<file path="src/rtl/nco_sweep_controller.sv">
// nco_sweep_controller
// Steps the NCO phase increment from a start value to a stop value in fixed
// steps. Each value is held for cfg_dwell+1 cycles. A sweep runs once or
// repeats until aborted.
//
// Ports:
//   clk, rst              system clock, asynchronous active-high reset
//   cfg_valid/cfg_ready   sweep request handshake (ready is combinational)
//   cfg_start_inc         signed first increment
//   cfg_stop_inc          signed final increment
//   cfg_step              unsigned step magnitude (0 is used as 1)
//   cfg_dwell             hold length minus one, in cycles
//   cfg_repeat            1 = restart from start after reaching stop
//   abort                 end the sweep on the next edge, without a pulse
//   phase_inc             registered signed increment to the NCO
//   busy                  sweep in progress
//   done                  one-cycle pulse when a single-shot sweep completes
//   sweep_wrap            one-cycle pulse when a repeating sweep restarts
module nco_sweep_controller #(
    parameter int INC_WIDTH   = 32,
    parameter int DWELL_WIDTH = 16
) (
    input  logic                   clk,
    input  logic                   rst,
    input  logic                   cfg_valid,
    output logic                   cfg_ready,
    input  logic [INC_WIDTH-1:0]   cfg_start_inc,
    input  logic [INC_WIDTH-1:0]   cfg_stop_inc,
    input  logic [INC_WIDTH-1:0]   cfg_step,
    input  logic [DWELL_WIDTH-1:0] cfg_dwell,
    input  logic                   cfg_repeat,
    input  logic                   abort,
    output logic [INC_WIDTH-1:0]   phase_inc,
    output logic                   busy,
    output logic                   done,
    output logic                   sweep_wrap
);

    // The step is an unsigned magnitude as wide as the increment, so a
    // signed current value plus/minus the step needs two extra bits to be
    // wrap-free.
    localparam int XW = INC_WIDTH + 2;

    typedef enum logic {IDLE = 1'b0, DWELL = 1'b1} state_t;

    state_t                 r_state, w_state_nx;
    logic [INC_WIDTH-1:0]   r_phase, w_phase_nx;
    logic [DWELL_WIDTH-1:0] r_cnt, w_cnt_nx;
    logic                   r_busy, w_busy_nx;
    logic                   r_done, w_done_nx;
    logic                   r_wrap, w_wrap_nx;
    logic                   w_load;

    // Parameters latched at acceptance; constant for the whole sweep.
    logic [INC_WIDTH-1:0]   r_start, r_stop, r_step;
    logic [DWELL_WIDTH-1:0] r_dwell;
    logic                   r_repeat, r_up;

    logic signed [XW-1:0]   w_cur_x, w_stop_x, w_step_x, w_sum, w_diff;
    logic [INC_WIDTH-1:0]   w_next;

    assign cfg_ready = (r_state == IDLE) && !abort;
    assign w_load    = (r_state == IDLE) && cfg_valid && !abort;

    assign w_cur_x  = $signed({{2{r_phase[INC_WIDTH-1]}}, r_phase});
    assign w_stop_x = $signed({{2{r_stop[INC_WIDTH-1]}}, r_stop});
    assign w_step_x = $signed({2'b00, r_step});
    assign w_sum    = w_cur_x + w_step_x;
    assign w_diff   = w_cur_x - w_step_x;

    // Clamp to stop when the step would overshoot it.
    always_comb begin
        w_next = r_stop;
        if (r_up) begin
            if (w_sum <= w_stop_x) w_next = w_sum[INC_WIDTH-1:0];
        end else begin
            if (w_diff >= w_stop_x) w_next = w_diff[INC_WIDTH-1:0];
        end
    end

    always_ff @(posedge clk or posedge rst) begin
        if (rst) begin
            r_start  <= '0;
            r_stop   <= '0;
            r_step   <= '0;
            r_dwell  <= '0;
            r_repeat <= 1'b0;
            r_up     <= 1'b1;
        end else if (w_load) begin
            r_start  <= cfg_start_inc;
            r_stop   <= cfg_stop_inc;
            r_step   <= (cfg_step == '0) ? INC_WIDTH'(1) : cfg_step;
            r_dwell  <= cfg_dwell;
            r_repeat <= cfg_repeat;
            r_up     <= $signed(cfg_stop_inc) >= $signed(cfg_start_inc);
        end
    end

    always_comb begin
        w_state_nx = r_state;
        w_phase_nx = r_phase;
        w_cnt_nx   = r_cnt;
        w_busy_nx  = r_busy;
        w_done_nx  = 1'b0;
        w_wrap_nx  = 1'b0;
        if (abort) begin
            w_state_nx = IDLE;
            w_phase_nx = '0;
            w_busy_nx  = 1'b0;
        end else begin
            case (r_state)
                IDLE: begin
                    if (cfg_valid) begin
                        w_state_nx = DWELL;
                        w_phase_nx = cfg_start_inc;
                        w_cnt_nx   = cfg_dwell;
                        w_busy_nx  = 1'b1;
                    end
                end
                DWELL: begin
                    if (r_cnt != '0) begin
                        w_cnt_nx = r_cnt - DWELL_WIDTH'(1);
                    end else if (r_phase != r_stop) begin
                        w_phase_nx = w_next;
                        w_cnt_nx   = r_dwell;
                    end else if (r_repeat) begin
                        w_phase_nx = r_start;
                        w_cnt_nx   = r_dwell;
                        w_wrap_nx  = 1'b1;
                    end else begin
                        // phase_inc keeps the stop value after completion
                        w_state_nx = IDLE;
                        w_busy_nx  = 1'b0;
                        w_done_nx  = 1'b1;
                    end
                end
                default: w_state_nx = IDLE;
            endcase
        end
    end

    always_ff @(posedge clk or posedge rst) begin
        if (rst) begin
            r_state <= IDLE;
            r_phase <= '0;
            r_cnt   <= '0;
            r_busy  <= 1'b0;
            r_done  <= 1'b0;
            r_wrap  <= 1'b0;
        end else begin
            r_state <= w_state_nx;
            r_phase <= w_phase_nx;
            r_cnt   <= w_cnt_nx;
            r_busy  <= w_busy_nx;
            r_done  <= w_done_nx;
            r_wrap  <= w_wrap_nx;
        end
    end

    assign phase_inc  = r_phase;
    assign busy       = r_busy;
    assign done       = r_done;
    assign sweep_wrap = r_wrap;

endmodule
</file>
<file path="config.mk">
export PLATFORM = sky130hd
export DESIGN_NAME = nco_sweep_controller
export DESIGN_NICKNAME = d
export VERILOG_FILES = /design/src/rtl/nco_sweep_controller.sv
export SDC_FILE = /design/constraint.sdc
export NUM_CORES = 1
export LEC_CHECK = 0
export CORE_MARGIN = 5
export CORE_UTILIZATION = 53
export DETAILED_ROUTE_END_ITERATION = 10
export MAX_ROUTING_LAYER = met4
export PLACE_DENSITY_LB_ADDON = 0.12
export SYNTH_ARGS = -nofsm -noshare
export SYNTH_HDL_FRONTEND = slang
export SYNTH_SLANG_ARGS = --single-unit
</file>
<file path="constraint.sdc">
create_clock -name clk -period 5.28 [get_ports clk]
set_input_delay 0.792 -clock clk [delete_from_list [all_inputs] [get_ports clk]]
set_output_delay 0.792 -clock clk [all_outputs]
set_load 0.03 [all_outputs]
</file>
# Word-level counts from Yosys, hierarchy flattened
# Index checks and enable logic that the tools add are counted.
totals:
  regBits: 166
classes:
  addsub: 3
  n_bitwise: 2
  mux: 36
  eq_ne: 8
  n_reduce_logical: 9
  order_cmp: 3
ops:
  columns: ["operator", "count"]
  rows:
  - ["32-bit two-way mux", 9]
  - ["16-bit two-way mux", 4]
  - ["32-bit one-hot mux with 2 select lines", 1]
  - ["32-bit by 33-bit adder with 34-bit output", 1]
  - ["34-bit by 32-bit greater-or-equal comparator with 1-bit output", 1]
  - ["34-bit by 32-bit <= comparator with 1-bit output", 1]
  - ["32-bit by 33-bit subtractor with 34-bit output", 1]
  - ["32-bit greater-or-equal comparator", 1]
  - ["32-bit logical NOT", 1]
  - ["32-bit inequality test", 1]
  - ["16-bit one-hot mux with 2 select lines", 1]
  - ["1-bit two-way mux", 19]
  - ["16-bit nonzero test", 1]
  - ["16-bit by 1-bit subtractor with 16-bit output, second input constant", 1]
  - ["3-bit inequality test, second input constant", 4]
  - ["3-bit AND reduction", 2]
  - ["4-bit by 1-bit inequality test with 1-bit output, second input constant", 1]
  - ["4-bit by 2-bit inequality test with 1-bit output, second input constant", 1]
  - ["1-bit one-hot mux with 2 select lines", 2]
  - ["4-bit AND reduction", 1]
  - ["1-bit logical AND", 3]
  - ["2-bit inequality test, second input constant", 1]
  - ["1-bit NOT", 2]
  - ["1-bit logical NOT", 1]

# Depth between registers and ports, before layout
# Gate-level depths: netlist (run 1).
logic_depth:
  ltp_word: 8
  ltp_mapped: 27
  ltp_nobuf: 26

# Least setup slack after synthesis (run 1)
# OpenSTA, ideal clock, no wires.
synth_path:
  path_type: "reg2reg"
  startpoint: "reg r_phase[7], in the netlist phase_inc[7]"
  endpoint: "reg r_phase[13], in the netlist phase_inc[13]"
  n_path_buf: 1
  setup_time_ns: 0.126
  setup_slack_ns: -0.501
  t_arrival_ns: 5.655
  period_less_slack_ns: 5.781
  path_stages_with_launch: 23
  required_ns: 5.154
  path_cell_list: "dfrtp_1 -> ha_1 -> buf_2 -> or4_1 -> a21oi_1 -> o211ai_1 -> a211oi_1 -> a221oi_1 -> nor2_1 -> nor3_1 -> o31ai_1 -> a21oi_1 -> xnor2_1 -> ha_1 -> nand4_1 -> or3_1 -> or4b_1 -> o221ai_1 -> nand2_2 -> mux2_4 -> a222oi_1 -> a21oi_1 -> a221o_1"
synth_between:
  elab_chain_cells: 8
  elab_cells_between_ends: 14
  classes_between: "2 x add/sub; 2 x order compare; 2 x eq/ne; 7 x mux; 1 x reduce/logical"
synth_lines:
  columns: ["element", "line_no", "rtl"]
  rows:
  - ["start: declaration", "47", "logic [INC_WIDTH-1:0] r_phase, w_phase_nx;"]
  - ["start signal: assignment", "152", "r_phase <= w_phase_nx;"]
  - ["32-bit by 33-bit subtractor with 34-bit output or 32-bit by 33-bit adder with 34-bit output (tied branches)", "69, 68", null]
  - ["34-bit by 32-bit greater-or-equal comparator with 1-bit output or 34-bit by 32-bit <= comparator with 1-bit output (tied branches)", "77, 75", null]
  - ["32-bit two-way mux, on equally long branches", "77, 75", null]
  - ["32-bit two-way mux", "74", "if (r_up) begin"]
  - ["32-bit two-way mux", "123", "end else if (r_phase != r_stop) begin"]
  - ["32-bit two-way mux", "121", "if (r_cnt != '0) begin"]
  - ["32-bit one-hot mux with 2 select lines", "111", "case (r_state)"]
  - ["32-bit two-way mux", "106", "if (abort) begin"]
# Several ways; a longest one is shown, not always the timed one. The select of a mux whose other input is x is not followed.
# A chain may end at the register's enable or synchronous reset.

# Worst setup path after layout (run 1)
layout_path:
  startpoint: "reg r_phase[2], in the netlist phase_inc[2]"
  endpoint: "reg r_phase[7], in the netlist phase_inc[7]"
# Same word-level chain as after synthesis.

==> impl_metrics.ini, run 1 <==
[detailed_routing]
drtIter0Drc = 1782
drc = 0
vias_per_cell = 6.06
totalWireLength_mm = 52.5
num_vias = 14496
post_drt_wl_per_cell_um = 22.0
ant_nets = 0
first_pass_iters = 6

[timing]
drv_slew = 0
finalHoldViolCount = 0
clock.fmax_ghz = 0.170
tightest_slew_ns = 1.36
fin_ws_ns = -0.598
timing.final.crit_share = 1.11
finalSetupViolations = 32
rsz0062_at_grt = true
skew_ns = 0.0176
slew_headroom = 0.0918
min_period_ns = 5.88

[worst_setup_path]
crit_type = reg -> reg
max_stage_delay_ns = 0.57
path_common_cell = buf_4
reg2reg_depth = 28
critPathMaxFanout = 4
cp.required_ns = 5.61
worst_path_max_delay_cell = or4b_4
r2r_setup_slack_ns = -0.60
reg2reg_to = phase_inc[7]$_DFFE_PP0P_
critPathLaunchType = flip-flop
end_kind = flip-flop
reg2reg_from = phase_inc[2]$_DFFE_PP0P_
crit_arrival_ns = 6.21

[floorplan]
start_util = 0.541
dieHeight_um = 171
die_w_um = 171
io_pins = 153
rows = 58
dieArea_um2 = 29200
core_um2 = 25300

[synth]
synth.cells.most_frequent = nand2_1 (250), ha_1 (168), o21ai_0 (166)
ys_seq_elements = 166
ys_seq_area_frac = 0.303
yosysTopAreaCellShare = 0.301
ys.flop_type = dfrtp_1
synth_area_um2 = 13700
synth.avg_cell_area_um2 = 8.02
synth.most_common_cell = nand2_1
ys.warnings.count = 0
synth_nets = 1997
yosysTopAreaCell = dfrtp_1
netlist_top_cells_area = dfrtp_1 (30%), ha_1 (15%), nand2_1 (6.8%)
ys_async_sr_fraction = 1.00
synth_enable_flop_cells = 0
synthCells = 1710
synth.distinct_cells = 69

[cells_and_area]
seq_area_um2 = 4170
nNetsFinal = 2335
drive_gt1_frac = 0.196
area_delta_synth_final_pct = 35.8
final_area_um2 = 18600
fillCellCount = 1964
multi_input_area_um2 = 9330
diodes = 0

[global_routing]
antenna_found_initial = 0
grt_pass1_vias = 14510
grt_overflow = 0
grt_pass1_wl_mm = 80.7
grtUsageTotal = 0.367
grt_max_degree = 92

[clock_network]
clk_latency_ns = 0.46
cts_buffers = 17
cts-root-buf = clkbuf_16
postCtsHoldBufs = 0
cts_tree = done
clockBufferDepth = 2
cts_max_level = 4
clock_sinks = 166
clk_pin_slew_worst_paths_ns = 0.09

[status]
status = finished with violations
violations = setup timing

[power]
p_per_area_nw_per_um2 = 650
ir_worst_vdd_mv = 0.418
power_mw = 12.1
p_leak_nw = 8.49

[min_path]
whs_path_depth = 2
hp-class = reg -> reg
hold_end = r_dwell[10]$_DFFE_PP0P_
min-delay-start = r_dwell[10]$_DFFE_PP0P_

[placement]
place_congestion = 0.968
io_buffers = 152
dpl_cell_area_um2 = 17300
dp_hpwl_mm = 39.6

[job]
cap_viol_max_count = 0
-- registers in the layout, summed over array words and instances (netlist names) --
name,count
r_dwell,16
sweep_wrap,1
r_state,1
r_step,32
r_up,1
phase_inc,32
busy,1
r_repeat,1
done,1
r_stop,32
r_cnt,16
r_start,32
-- layout make-up --
type / count / area share
Multi-Input combinational cell: 1321 / 0.501
Sequential cell: 166 / 0.224
Timing Repair Buffer: 404 / 0.190
Inverter: 138 / 0.0282
Clock buffer: 17 / 0.0228
Tap cell: 330 / 0.0222
Clock inverter: 15 / 0.0116
-- worst max-delay path, delay by kind of cell (launching register included) --
family | cells | cell delay, ns
AOI/OAI and AO/OA | 11 | 1.67
xor gates and xnor gates | 1 | 0.13
adders and majority gates | 2 | 0.56
buffers and inverters | 7 | 1.11
DFF | 1 | 0.46
muxes | 1 | 0.34
and+or+nand+nor | 6 | 1.48
-- per-layer routing --
layer	up-vias	track usage	routed length [µm]
met5	-	-	0
met4	0	0.140	2320
met3	160	0.0543	4360
met2	772	0.588	24500
met1	6863	0.472	21400
li1	6701	-	-
-- placed cells by master, fill, tap and decap left out, types with 6 or more instances in the layout --
cell               n
clkinv_8           7
inv_1            130
o21a_1            11
xor2_1            12
a211oi_1           8
a222oi_1           6
a21oi_1          145
a221oi_1          12
a21o_1            22
o211ai_1           6
o211a_1            9
nand2b_1          13
ha_4              10
a221o_1            8
a22oi_1            6
clkbuf_16         17
nand3_1           24
buf_4            233
dfrtp_1          153
o21bai_1          12
a221oi_2          13
nor3_1            17
xnor2_1           89
nor4_1            18
nor2_1           114
buf_6             12
a21oi_2            9
nand4_1           28
o21ai_1           13
a31oi_1           12
mux2i_1           21
o31ai_1           10
nor2b_1            9
dfrtp_2           12
nand2_1          244
ha_1             155
clkdlybuf4s50_1  152
o21ai_0          152
-- cell families (layout without fill, tap and decap cells) --
kind of cell | after synthesis | in the layout | share of synthesized area
xor gates and xnor gates | 103 | 103 | 0.0658
muxes | 24 | 24 | 0.0181
buffers and inverters | 223 | 574 | 0.0619
adders and majority gates | 170 | 170 | 0.156
AOI/OAI and AO/OA | 509 | 509 | 0.229
and+or+nand+nor | 515 | 515 | 0.166
DFF | 166 | 166 | 0.303
-- through the flow --
step	hold slack, ns	utilization	setup slack [ns]	instances	TNS [ns]
after floorplan	0.441	-	-0.203	1710	-1.98
after global placement	0.454	0.682	-0.545	2338	-14.24
after detailed placement	0.462	0.682	-0.687	2338	-18.36
after CTS	0.483	0.726	-0.383	2385	-8.34
after global routing	0.507	0.735	-0.804	2391	-20.83
final	0.481	0.735	-0.598	2391	-15.42
-- power breakdown --
| part | leakage (nW) | internal (mW) | switching [mW] | total [mW] |
|---|---|---|---|---|
| Sequential | 2.03 | 1.59 | 0.319 | 1.91 |
| Combinational | 6.16 | 4.01 | 4.81 | 8.82 |
| Clock | 0.306 | 0.663 | 0.711 | 1.37 |
| Total | 8.49 | 6.26 | 5.84 | 12.1 |
-- worst max path at each step --
stage                              from                        end  slack [ns]  cells past startpoint
4_1_cts           r_step[0]$_DFFE_PP0P_  phase_inc[13]$_DFFE_PP0P_       -0.38                     23
3_5_place_dp   phase_inc[1]$_DFFE_PP0P_   phase_inc[4]$_DFFE_PP0P_       -0.69                     27
6_report       phase_inc[2]$_DFFE_PP0P_   phase_inc[7]$_DFFE_PP0P_       -0.60                     28
2_1_floorplan  phase_inc[7]$_DFFE_PP0P_  phase_inc[13]$_DFFE_PP0P_       -0.20                     23
3_3_place_gp   phase_inc[1]$_DFFE_PP0P_  phase_inc[31]$_DFFE_PP0P_       -0.54                     25
5_1_grt        phase_inc[2]$_DFFE_PP0P_   phase_inc[7]$_DFFE_PP0P_       -0.80                     28
-- repair_timing --
action	CTS	global route
pin swaps	39	33
setup endpoints to repair	32	32
gates cloned	0	0
setup buffers	17	7
gates resized for setup	80	39
endpoints found under the hold margin	0	0
Power figures use the tool's default switching activity.
==> run 2, diff against run 1 <==
SLEW_MARGIN = 20   (was not set)
==> run 2 against run 1 <==
Cell area down 0.78%; clock power down 3%; non-clock buffer count down 5; routed wire length down 0.37%; clock-buffer cell count up 1; sequential cell count unchanged; clock skew up 0.0014 ns; first-iteration DRC count down 5.8%; the flow still finishes with violations (setup timing); sequential power about the same; maximum frequency up 1.7%; final cell count down 0.21%; die area unchanged.
==> impl_metrics.ini, run 2 (synthesis results as in run 1) <==
[status]
status = finished with violations
violations = setup timing

[worst_setup_path]
crit_arrival_ns = 6.11
worst_path_max_delay_cell = or4_4
end_kind = flip-flop
path_common_cell = buf_4
reg2reg_depth = 28
critPathMaxFanout = 6
crit_type = reg -> reg
critPathLaunchType = flip-flop
cp.required_ns = 5.61
max_stage_delay_ns = 0.54

[timing]
min_period_ns = 5.78
timing.hold.ws_ns = 0.482
slew_headroom = 0.228
tightest_slew_ns = 1.15
finalSetupViolations = 32
rsz0062_at_grt = true
clock.fmax_ghz = 0.173
timing.final.crit_share = 1.10
finalHoldViolCount = 0
fin_ws_ns = -0.502
drv_slew = 0
skew_ns = 0.0191

[placement]
place_congestion = 0.968
io_buffers = 152
dpl_worst_slack_ns = -0.645
post-place-cells = 2338
dp_hpwl_mm = 39.6

[cells_and_area]
area_delta_synth_final_pct = 34.8
nNetsFinal = 2330
most-common-layout-cells = nand2_1 (246), buf_4 (237), ha_1 (158)
layout_commonest_cell = nand2_1
post-route-util = 0.729
final_cells = 2386
diodes = 0
fillCellCount = 1933
drive_gt1_frac = 0.195

[global_routing]
grt_pass1_wl_mm = 80.6
grtUsageTotal = 0.367
grt_overflow = 0
antenna_found_initial = 0
grt_pass1_vias = 14626
grt_max_degree = 92

[floorplan]
dieArea_um2 = 29200
rows = 58
die_w_um = 171
io_pins = 153
core_um2 = 25300
start_util = 0.541
dieHeight_um = 171

[clock_network]
postCtsHoldBufs = 0
cts_buffers = 17
cts_tree = done
clk_pin_slew_worst_paths_ns = 0.09
cts-root-buf = clkbuf_16
clock_sinks = 166
clk_latency_ns = 0.45
clockBufferDepth = 2
cts_max_level = 4

[min_path]
whs_path_depth = 2
hp-class = reg -> reg

[job]
cap_viol_max_count = 0

[power]
power_mw = 11.9
ir_worst_vdd_mv = 0.339
p_leak_nw = 8.45
p_per_area_nw_per_um2 = 644

[detailed_routing]
vias_per_cell = 6.05
drtIter0Drc = 1678
first_pass_iters = 6
ant_nets = 0
num_vias = 14436
drc = 0
post_drt_wl_per_cell_um = 21.9
totalWireLength_mm = 52.3
[run 2: changes by cell type in the layout (fill, tap and decap cells not counted), sizes merged]
cell,delta
clkinvlp,+1
clkinv,-1
clkbuf,+1
buf,-5
inv,-1
[run 2: final cells by class]
| type | instances | area [µm²] | share of cell area |
|---|---|---|---|
| repair buffers | 399 | 3460 | 0.188 |
| inverters | 138 | 526 | 0.0284 |
| flip-flops and latches | 166 | 4170 | 0.226 |
| multi-input cells | 1321 | 9280 | 0.503 |
| clock buffers | 18 | 439 | 0.0238 |
| clock inverters | 14 | 179 | 0.00969 |
| well taps | 330 | 413 | 0.0224 |
[run 2: final timing paths]
kind,from,slack (ns),to
worst min-delay path,r_dwell[10]$_DFFE_PP0P_,0.48,r_dwell[10]$_DFFE_PP0P_
worst min register to register,r_dwell[10]$_DFFE_PP0P_,0.48,r_dwell[10]$_DFFE_PP0P_
min in group asynchronous,rst,0.81,r_step[4]$_DFFE_PP0P_
max in group asynchronous,rst,3.35,r_dwell[0]$_DFFE_PP0P_
worst max register to register,r_step[8]$_DFFE_PP0P_,-0.50,phase_inc[29]$_DFFE_PP0P_
worst max-delay path,r_step[8]$_DFFE_PP0P_,-0.50,phase_inc[29]$_DFFE_PP0P_
[run 2: power by group]
group | internal (mW) | switching [mW] | total, mW
sequential | 1.59 | 0.318 | 1.91
combinational | 3.92 | 4.74 | 8.66
clock | 0.658 | 0.676 | 1.33
[run 2: stage by stage]
step	instance area, µm²	TNS, ns
after floorplan	13900	-1.98
after global placement	17300	-14.24
after detailed placement	17300	-17.37
after CTS	18200	-9.28
after global routing	18500	-18.58
final	18500	-12.62
[run 2: worst max-delay path: cells and delay by family (launching register included)]
family	cells	cell delay, ns
buf+inv	6	0.93
mux	1	0.33
simple gates	10	2.06
compound gates	8	1.37
fa+ha+maj	2	0.48
flops	1	0.40
xor+xnor	1	0.08
[run 2: what timing repair did]
item                       in CTS  in global routing
setup buffers                   9                  7
gates resized for setup        52                 48
setup endpoints to repair      32                 32
pin swaps                      26                 23
[run 2: per-layer routing]
| layer | track usage | vias to the layer above | share of wire |
|---|---|---|---|
| li1 | - | 6704 | - |
| met1 | 0.462 | 6803 | 0.40 |
| met2 | 0.583 | 756 | 0.46 |
| met3 | 0.0654 | 173 | 0.086 |
| met4 | 0.161 | 0 | 0.051 |
| met5 | - | - | 0 |
==> run 3, diff against run 2 <==
CELL_PAD_IN_SITES_DETAIL_PLACEMENT = 0   (was not set)
CELL_PAD_IN_SITES_GLOBAL_PLACEMENT = 1   (was not set)
CORE_UTILIZATION = 39   (was 53)
MAX_ROUTING_LAYER = not set   (was met4)
==> run 3 against run 2 <==
The flow still finishes with violations (setup timing); sequential cell count did not move; critical path depth decreased by 3; clock skew is 0.0052 ns lower; clock-buffer cell count fell by 1; sequential share of layout area is 0.64 points lower; total power up 5.1%; via count is 2.7% lower; setup slack better by 0.027 ns; register-to-register slack better by 0.03 ns; combinational power grew 6.7%; routed wire length rose by 5.7%; cell area up 3.0%; critical endpoint is now phase_inc[13]$_DFFE_PP0P_; highest routed layer unchanged.
==> impl_metrics.ini, run 3 (synthesis results as in run 1) <==
[floorplan]
dieHeight_um = 197
io_pins = 153
rows = 68
dieArea_um2 = 39000
die_w_um = 197
start_util = 0.396
core_um2 = 34600

[cells_and_area]
layout_commonest_cell = buf_4
final_cells = 2549
area_delta_synth_final_pct = 38.8
most-common-layout-cells = buf_4 (267), nand2_1 (245), ha_1 (155)
diodes = 0
nNetsFinal = 2368
drive_gt1_frac = 0.211

[worst_setup_path]
crit_type = reg -> reg
crit_arrival_ns = 6.11
cp.required_ns = 5.63
end_kind = flip-flop
critPathLaunchType = flip-flop
r2r_setup_slack_ns = -0.48
critPathMaxFanout = 6

[timing]
timing.hold.ws_ns = 0.481
finalSetupViolations = 32
drv_slew = 0
skew_ns = 0.0139
tightest_slew_ns = 1.01
slew_headroom = 0.319
clock.fmax_ghz = 0.174
fin_ws_ns = -0.475
timing.final.crit_share = 1.09
rsz0062_at_grt = true
min_period_ns = 5.76
finalHoldViolCount = 0

[global_routing]
grt_pass1_wl_mm = 82.8
grt_overflow = 0
grt_max_degree = 167
grt_pass1_vias = 13947
antenna_found_initial = 0
grtUsageTotal = 0.278

[power]
p_per_area_nw_per_um2 = 657
ir_worst_vdd_mv = 0.360
power_mw = 12.5
p_leak_nw = 8.67

[job]
cap_viol_max_count = 0

[min_path]
hp-class = reg -> reg

[detailed_routing]
drc = 0
totalWireLength_mm = 55.3
vias_per_cell = 5.51
drtIter0Drc = 973
ant_nets = 0
post_drt_wl_per_cell_um = 21.7
num_vias = 14042
first_pass_iters = 5

[placement]
post-place-cells = 2496
io_buffers = 152
place_congestion = 0.948
dp_hpwl_mm = 42.3

[clock_network]
cts_max_level = 4
cts-root-buf = clkbuf_16
clk_pin_slew_worst_paths_ns = 0.08
clk_latency_ns = 0.47
clock_sinks = 166
cts_buffers = 17
cts_tree = done
clockBufferDepth = 2

[status]
status = finished with violations
violations = setup timing
==> run 3: cell types whose count changed in the layout (fill, tap and decap cells not counted), moves of 5 or more <==
cell	change
a221oi_2	-5
buf_6	+9
buf_4	+30
o21ai_1	+6
o21ai_0	-5
nor2_4	+8
==> run 3: layer usage <==
metal,GRT usage,wire length (µm)
met1,0.387,25300
met2,0.439,25100
met3,0.0513,3310
met4,0.0871,1600
met5,0,0
==> run 3: area by class of cell <==
cell class | count | area, µm²
clock buffers | 17 | 425
clock inverters | 15 | 184
multi-input cells | 1321 | 9360
repair buffers | 437 | 3790
inverters | 138 | 522
fillers | 3249 | 15600
flip-flops and latches | 166 | 4170
well taps | 455 | 569
==> run 3: where the power goes <==
group | internal [mW] | switching, mW
combinational | 4.35 | 4.89
sequential | 1.59 | 0.331
clock | 0.683 | 0.666
==> run 3: critical path: stages (launching register included) <==
cell and delay, ns:
dfrtp_1 0.38, ha_2 0.19, inv_2 0.04, fa_2 0.37
o21ba_4 0.22, nor3_4 0.25, o32ai_4 0.13, o221a_4 0.30
o21ai_1 0.14, buf_4 0.15, nand2_1 0.06, a31o_2 0.25
o21bai_1 0.13, a21oi_1 0.09, xnor2_1 0.13, ha_1 0.31
nand4_1 0.12, or3_4 0.35, or4b_4 0.57, o21ai_4 0.20
or2_4 0.16, nand2_4 0.05, mux2_4 0.32, a222oi_1 0.31
a21oi_1 0.11, a221o_1 0.29
==> run 3: path summary, 6_finish.rpt <==
check | cells past startpoint | start | to
max | 25 | r_step[0]$_DFFE_PP0P_ | phase_inc[13]$_DFFE_PP0P_
min | 2 | r_dwell[9]$_DFFE_PP0P_ | r_dwell[9]$_DFFE_PP0P_
max reg2reg | 25 | r_step[0]$_DFFE_PP0P_ | phase_inc[13]$_DFFE_PP0P_
min reg2reg | 2 | r_dwell[9]$_DFFE_PP0P_ | r_dwell[9]$_DFFE_PP0P_
max in group asynchronous | 4 | rst | r_step[25]$_DFFE_PP0P_
min in group asynchronous | 3 | rst | r_step[4]$_DFFE_PP0P_
==> run 3: what timing repair did <==
action,4_1_cts,5_1_grt
gates resized for setup,42,91
hold buffers,0,0
buffers inserted,7,17
gates cloned,0,0
setup endpoints to repair,32,32
pin swaps,26,75
==> run 3: stage by stage <==
stage | area [µm²] | util | setup TNS, ns | worst slack [ns]
final | 19000 | 0.549 | -11.86 | -0.475
after global placement | 17700 | 0.510 | -15.71 | -0.602
after detailed placement | 17700 | 0.510 | -18.02 | -0.655
after floorplan | 13900 | - | -1.98 | -0.203
after CTS | 18500 | 0.533 | -11.94 | -0.477
after global routing | 19000 | 0.549 | -19.85 | -0.716
